File: src/rtl/video_test_pattern_gen.sv
// AXI-Stream video test pattern source: solid / ramp / checker frames emitted
// at a programmable frame period, with start-of-frame and end-of-line framing.
module video_test_pattern_gen #(
    parameter int IMG_WIDTH_MAX   = 16,
    parameter int IMG_HEIGHT_MAX  = 16,
    parameter int AXIS_DATA_WIDTH = 8,
    parameter int AXIS_KEEP_WIDTH = AXIS_DATA_WIDTH / 8
) (
    input  logic                       i_axi_clk,
    input  logic                       i_axi_rst,
    input  logic                       i_enable,
    input  logic [1:0]                 i_pattern_sel,
    input  logic [AXIS_DATA_WIDTH-1:0] i_solid_value,
    input  logic [IMG_WIDTH_MAX-1:0]   i_width,
    input  logic [IMG_HEIGHT_MAX-1:0]  i_height,
    input  logic [31:0]                i_frame_interval,
    input  logic                       i_clear_overrun,
    output logic                       o_axis_out_tuser,
    output logic                       o_axis_out_tvalid,
    input  logic                       i_axis_out_tready,
    output logic                       o_axis_out_tlast,
    output logic [AXIS_DATA_WIDTH-1:0] o_axis_out_tdata,
    output logic [AXIS_KEEP_WIDTH-1:0] o_axis_out_tkeep,
    output logic                       o_busy,
    output logic [31:0]                o_frame_count,
    output logic                       o_overrun
);

    typedef enum logic [1:0] {S_IDLE, S_ACTIVE, S_WAIT} state_t;

    localparam logic [IMG_WIDTH_MAX-1:0]  W_ONE = 1;
    localparam logic [IMG_HEIGHT_MAX-1:0] H_ONE = 1;

    state_t                       state_q, state_d;
    logic [IMG_WIDTH_MAX-1:0]     x_q, x_d, width_q, width_d;
    logic [IMG_HEIGHT_MAX-1:0]    y_q, y_d, height_q, height_d;
    logic [1:0]                   pat_q, pat_d;
    logic [AXIS_DATA_WIDTH-1:0]   solid_q, solid_d, tdata_q, tdata_d;
    logic [31:0]                  timer_q, timer_d, frame_count_q, frame_count_d;
    logic                         pending_q, pending_d, overrun_q, overrun_d;
    logic                         tvalid_q, tvalid_d, tuser_q, tuser_d, tlast_q, tlast_d;
    logic                         cfg_ok, accept, at_eol, last_beat, due, go, start, present;

    function automatic logic [AXIS_DATA_WIDTH-1:0] pixel(
        input logic [IMG_WIDTH_MAX-1:0]   x,
        input logic [IMG_HEIGHT_MAX-1:0]  y,
        input logic [1:0]                 pat,
        input logic [AXIS_DATA_WIDTH-1:0] solid
    );
        logic [31:0] xe;
        logic [31:0] ye;
        xe = 32'(x);
        ye = 32'(y);
        case (pat)
            2'd0:    return solid;
            2'd1:    return xe[AXIS_DATA_WIDTH-1:0];
            2'd2:    return ye[AXIS_DATA_WIDTH-1:0];
            default: return {AXIS_DATA_WIDTH{xe[3] ^ ye[3]}};
        endcase
    endfunction

    always_comb begin
        state_d       = state_q;
        x_d           = x_q;
        y_d           = y_q;
        width_d       = width_q;
        height_d      = height_q;
        pat_d         = pat_q;
        solid_d       = solid_q;
        pending_d     = pending_q;
        overrun_d     = overrun_q;
        frame_count_d = frame_count_q;
        tvalid_d      = tvalid_q;
        tuser_d       = tuser_q;
        tlast_d       = tlast_q;
        tdata_d       = tdata_q;
        timer_d       = timer_q + 32'd1;
        start         = 1'b0;
        present       = 1'b0;

        cfg_ok    = (i_width != '0) && (i_height != '0);
        accept    = tvalid_q && i_axis_out_tready;
        at_eol    = (x_q == width_q - W_ONE);
        last_beat = at_eol && (y_q == height_q - H_ONE);
        due       = (i_frame_interval != '0) && (timer_q == i_frame_interval - 32'd1);
        // A missed due point is remembered so the late frame starts right after the current one.
        go        = (i_frame_interval == '0) || due || pending_q;

        if (i_clear_overrun) overrun_d = 1'b0;

        case (state_q)
            S_IDLE: begin
                timer_d   = '0;
                pending_d = 1'b0;
                start     = i_enable && cfg_ok;
            end
            S_ACTIVE: begin
                if (due && !(accept && last_beat)) begin
                    overrun_d = 1'b1;
                    pending_d = 1'b1;
                end
                if (accept) begin
                    if (!last_beat) begin
                        present = 1'b1;
                        if (at_eol) begin
                            x_d = '0;
                            y_d = y_q + H_ONE;
                        end else begin
                            x_d = x_q + W_ONE;
                        end
                    end else begin
                        frame_count_d = frame_count_q + 32'd1;
                        tvalid_d      = 1'b0;
                        tuser_d       = 1'b0;
                        tlast_d       = 1'b0;
                        if (!i_enable)         state_d = S_IDLE;
                        else if (go && cfg_ok) start   = 1'b1;
                        else                   state_d = S_WAIT;
                    end
                end
            end
            S_WAIT: begin
                if (due) pending_d = 1'b1;
                if (!i_enable)         state_d = S_IDLE;
                else if (go && cfg_ok) start   = 1'b1;
            end
            default: state_d = S_IDLE;
        endcase

        if (start) begin
            state_d   = S_ACTIVE;
            width_d   = i_width;
            height_d  = i_height;
            pat_d     = i_pattern_sel;
            solid_d   = i_solid_value;
            x_d       = '0;
            y_d       = '0;
            timer_d   = '0;
            pending_d = 1'b0;
            present   = 1'b1;
        end

        if (present) begin
            tvalid_d = 1'b1;
            tuser_d  = (x_d == '0) && (y_d == '0);
            tlast_d  = (x_d == width_d - W_ONE);
            tdata_d  = pixel(x_d, y_d, pat_d, solid_d);
        end
    end

    always_ff @(posedge i_axi_clk or negedge i_axi_rst) begin
        if (!i_axi_rst) begin
            state_q       <= S_IDLE;
            x_q           <= '0;
            y_q           <= '0;
            width_q       <= '0;
            height_q      <= '0;
            pat_q         <= '0;
            solid_q       <= '0;
            timer_q       <= '0;
            pending_q     <= 1'b0;
            overrun_q     <= 1'b0;
            frame_count_q <= '0;
            tvalid_q      <= 1'b0;
            tuser_q       <= 1'b0;
            tlast_q       <= 1'b0;
            tdata_q       <= '0;
        end else begin
            state_q       <= state_d;
            x_q           <= x_d;
            y_q           <= y_d;
            width_q       <= width_d;
            height_q      <= height_d;
            pat_q         <= pat_d;
            solid_q       <= solid_d;
            timer_q       <= timer_d;
            pending_q     <= pending_d;
            overrun_q     <= overrun_d;
            frame_count_q <= frame_count_d;
            tvalid_q      <= tvalid_d;
            tuser_q       <= tuser_d;
            tlast_q       <= tlast_d;
            tdata_q       <= tdata_d;
        end
    end

    assign o_axis_out_tvalid = tvalid_q;
    assign o_axis_out_tuser  = tuser_q;
    assign o_axis_out_tlast  = tlast_q;
    assign o_axis_out_tdata  = tdata_q;
    assign o_axis_out_tkeep  = '1;
    assign o_busy            = (state_q == S_ACTIVE);
    assign o_frame_count     = frame_count_q;
    assign o_overrun         = overrun_q;

endmodule
File: config.mk
export PLATFORM = sky130hd
export DESIGN_NAME = video_test_pattern_gen
export DESIGN_NICKNAME = d
export VERILOG_FILES = /design/src/rtl/video_test_pattern_gen.sv
export SDC_FILE = /design/constraint.sdc
export NUM_CORES = 1
export LEC_CHECK = 0
export CAP_MARGIN = 30
export CORE_UTILIZATION = 70
export DETAILED_ROUTE_END_ITERATION = 7
export DONT_BUFFER_PORTS = 1
export PLACE_DENSITY = 0.85
export RECOVER_POWER = 25
export SLEW_MARGIN = 15
export SYNTH_ARGS = -nofsm -noshare
export SYNTH_HDL_FRONTEND = slang
export SYNTH_SLANG_ARGS = --single-unit
File: constraint.sdc
create_clock -name i_axi_clk -period 12 [get_ports i_axi_clk]
set_input_delay 1.2 -clock i_axi_clk [delete_from_list [all_inputs] [get_ports i_axi_clk]]
set_output_delay 1.2 -clock i_axi_clk [all_outputs]
set_load 0.02 [all_outputs]
==> impl_metrics.json <==
{
  "status": "complete, no violations",
  "core_area_sq_um": 14750,
  "r2r-start": "width_q[8]",
  "cts_resized": 0,
  "layout_min_cycle_time_ps": 6499,
  "start_util": 0.7297,
  "finalNonFillerCells": 1437,
  "ir_drop_mv": 0.1893,
  "hold_viol_final": 0,
  "p_comb_frac": 0.429,
  "cts.clk_slew.worst_paths_ps": 70,
  "crit_slowest_cell": "nor4_1",
  "fill_cells": 1078,
  "root_buffer": "clkbuf_16",
  "power_leakage_nw": 4.655,
  "crit_start": "width_q[8]",
  "syn_inst": 1269,
  "critical_path_class": "reg -> reg",
  "area_delta_synth_final_pct": 5.648,
  "yosys_warnings": 0,
  "drv_cap": 0,
  "finClkSkew_ps": 7.931,
  "fin_setup_tns_ps": 0,
  "p_switching_w": 0.001030,
  "synth_enable_flop_cells": 0,
  "finalWorstSetupSlack_ps": 5501,
  "hold_class": "in -> async",
  "cts.sinks": 153,
  "synth_seq_cells": 153,
  "yosysUniqueCellTypes": 86,
  "dr_total_vias": 9583,
  "fmax_mhz": 153.9,
  "synth_ff_type": "dfrtp_1",
  "p_int_w": 0.001278,
  "grt-ovfl-total": 0,
  "p_per_area_nw_per_um2": 202.9,
  "grt_pass1_wl_um": 45820,
  "rsz0062_at_grt": "false",
  "postRouteAntennaNets": 0,
  "worstMarginPinSlew_ps": 917.5,
  "post-route-period-util": 0.5416,
  "required_ps": 12320,
  "r2r_setup_slack_ps": 5500,
  "die_h_um": 126.0,
  "clkPwrFrac": 0.232,
  "num-nets-final": 1332,
  "dieArea_sq_um": 15880,
  "maxSlewHeadroom": 0.3827,
  "post_cts_buffers": 0,
  "synth_fp_nets": 1361,
  "endpoint_kind": "register",
  "dr.pass1.iters": 7,
  "utilization": 0.7709,
  "core.rowCount": 44,
  "hold-worst-slack_ps": 455.6,
  "cts-htree-levels": 4,
  "grtUsageTotal": 0.3636,
  "grt_antenna_before_repair": 0,
  "cts_tree": "done",
  "synth-async-reset-ratio": 1.000,
  "cp_slowest_stage_delay_ps": 820,
  "p_seq_frac": 0.339,
  "clock_latency_ps": 440,
  "wl_per_cell_um": 19.60,
  "crit_chain": "nor4_1, nand2_1, a221o_1, nor4b_1, nand4_1, or4_4, a211o_1, nor2_4, nor2_1, a21oi_1, ha_1, nand3_1, or2_2, nand2_1, nor3_1, a221oi_1, a221oi_1, a31o_1, a31oi_1, o31ai_1",
  "drive_gt1_frac": 0.06544,
  "routed_wl_um": 28170,
  "pin_count": 125,
  "regToRegEndpoint": "o_axis_out_tlast",
  "avgSynthCellArea_sq_um": 8.484,
  "grt_max_degree": 154,
  "diodes": 0,
  "crit_fanout": 24,
  "p_sw_frac": 0.4462,
  "cts_hold_buf": 0,
  "final-max-slew-violation-count": 0,
  "drtIter0Drc": 944,
  "finalSetupViolations": 0,
  "numPortBuffers": 0,
  "dp.cells": 1404,
  "syn_area_sq_um": 10770,
  "drcViolationCount": 0,
  "clock_path_buffers": 2,
  "ys_seq_area_frac": 0.3556,
  "critPathLaunchType": "register",
  "worst_r2r_path_depth": 20,
  "place.gp.congestion": 0.9490,
  "hpwl_um": 20300,
  "numCtsBuffers": 17,
  "arrival_ps": 6820,
  "die_x_um": 126.0,
  "grt_pass1_vias": 9304,
  "pre_cts_slack_ps": 5284,
  "drt-vias-per-instance": 6.669
}
cell usage in the layout (no fill, tap or decap), types with 7 or more instances in the layout:
master / instances
nand2_1: 160
dfrtp_1: 153
nor2_1: 131
xnor2_1: 112
xor2_1: 58
nand3_1: 57
nor3_1: 52
a21oi_1: 38
nor4_1: 36
inv_1: 35
nand4_1: 28
o21ai_0: 27
and3_1: 27
or4_1: 24
a31oi_1: 21
or3_1: 19
nand2b_1: 19
clkbuf_16: 17
ha_1: 13
mux2i_1: 12
nor2b_1: 11
and2_1: 11
o211ai_1: 10
nor3b_1: 9
mux2_2: 9
a22oi_1: 9
o21ai_1: 8
a21o_1: 7
a221oi_1: 7
worst max-delay path, delay by kind of cell (launching register included):
kind	cells	cell delay (ps)
fa+ha+maj	1	280
compound gates	8	1920
flops	1	500
simple gates	11	3680
how the worst max path moves through the flow:
stage	endpoint	slack, ps	cells past startpoint
6_report	o_axis_out_tlast	5500	20
5_1_grt	o_axis_out_tlast	5040	18
4_1_cts	o_axis_out_tlast	5690	23
3_5_place_dp	o_axis_out_tlast	5280	23
2_1_floorplan	o_axis_out_tlast	5740	24
3_3_place_gp	o_axis_out_tlast	5440	23
metrics by stage:
stage               area [sq um]  power [W]
floorplan                  10770   0.001547
global placement           10760   0.001715
detailed placement         10770   0.001751
CTS                        11370   0.002292
global route               11370   0.002446
finish                     11370   0.002308
registers in the layout (all words and copies together), names as in the netlist:
| signal | flops |
|---|---|
| o_frame_count | 32 |
| solid_q | 8 |
| width_q | 16 |
| pat_q | 2 |
| x_q | 16 |
| o_axis_out_tuser | 1 |
| pending_q | 1 |
| timer_q | 32 |
| o_axis_out_tdata | 8 |
| o_axis_out_tlast | 1 |
| o_axis_out_tvalid | 1 |
| height_q | 16 |
| o_overrun | 1 |
| state_q | 2 |
| y_q | 16 |
cells in the mapped netlist (13+ instances only):
master,number,share of area
a21oi_1,38,0.018
a31oi_1,21,0.012
and3_1,27,0.016
buf_2,17,0.0079
clkbuf_1,30,0.010
dfrtp_1,153,0.36
ha_1,13,0.015
inv_1,35,0.012
nand2_1,160,0.056
nand2b_1,19,0.011
nand3_1,57,0.026
nand4_1,28,0.016
nor2_1,131,0.046
nor3_1,52,0.024
nor4_1,36,0.021
o21ai_0,27,0.013
or3_1,19,0.011
or4_1,24,0.017
xnor2_1,112,0.091
xor2_1,58,0.047
routing by layer:
layer | global-route usage | up-vias | wire length [um]
met5 | 0 | - | 0
met4 | 0.1828 | 0 | 1105
met3 | 0.06160 | 89 | 1947
met2 | 0.5847 | 448 | 13320
met1 | 0.4774 | 4587 | 11800
li1 | - | 4459 | -
area by class of cell:
class | count | area (sq um) | area share
clock buffers | 17 | 425.4 | 0.03740
repair buffers | 6 | 46.29 | 0.004070
flip-flops and latches | 153 | 3829 | 0.3366
well taps | 184 | 230.2 | 0.02024
multi-input cells | 1025 | 6534 | 0.5744
inverters | 37 | 138.9 | 0.01221
clock inverters | 15 | 171.4 | 0.01507
power by group through the flow:
stage | sequential, W | clock [W] | combinational (W)
2_1_floorplan | 0.000713 | 0 | 0.000834
6_report | 0.000783 | 0.000536 | 0.000989
3_5_place_dp | 0.000784 | 0 | 0.000967
3_3_place_gp | 0.000782 | 0 | 0.000933
5_1_grt | 0.000798 | 0.000562 | 0.00109
4_1_cts | 0.000778 | 0.000541 | 0.000973
cell families after synthesis:
family | after synthesis | synth area share
AND/OR/NAND/NOR | 627 | 0.3030
AO/OA/AOI/OAI | 188 | 0.1198
XOR/XNOR | 173 | 0.1447
flip-flops | 153 | 0.3556
buffers and inverters | 91 | 0.03754
multiplexers | 23 | 0.02394
adder cells (fa/ha/maj) | 13 | 0.01511
other | 1 | 0.0003483
(Power assumes the default switching activity.)
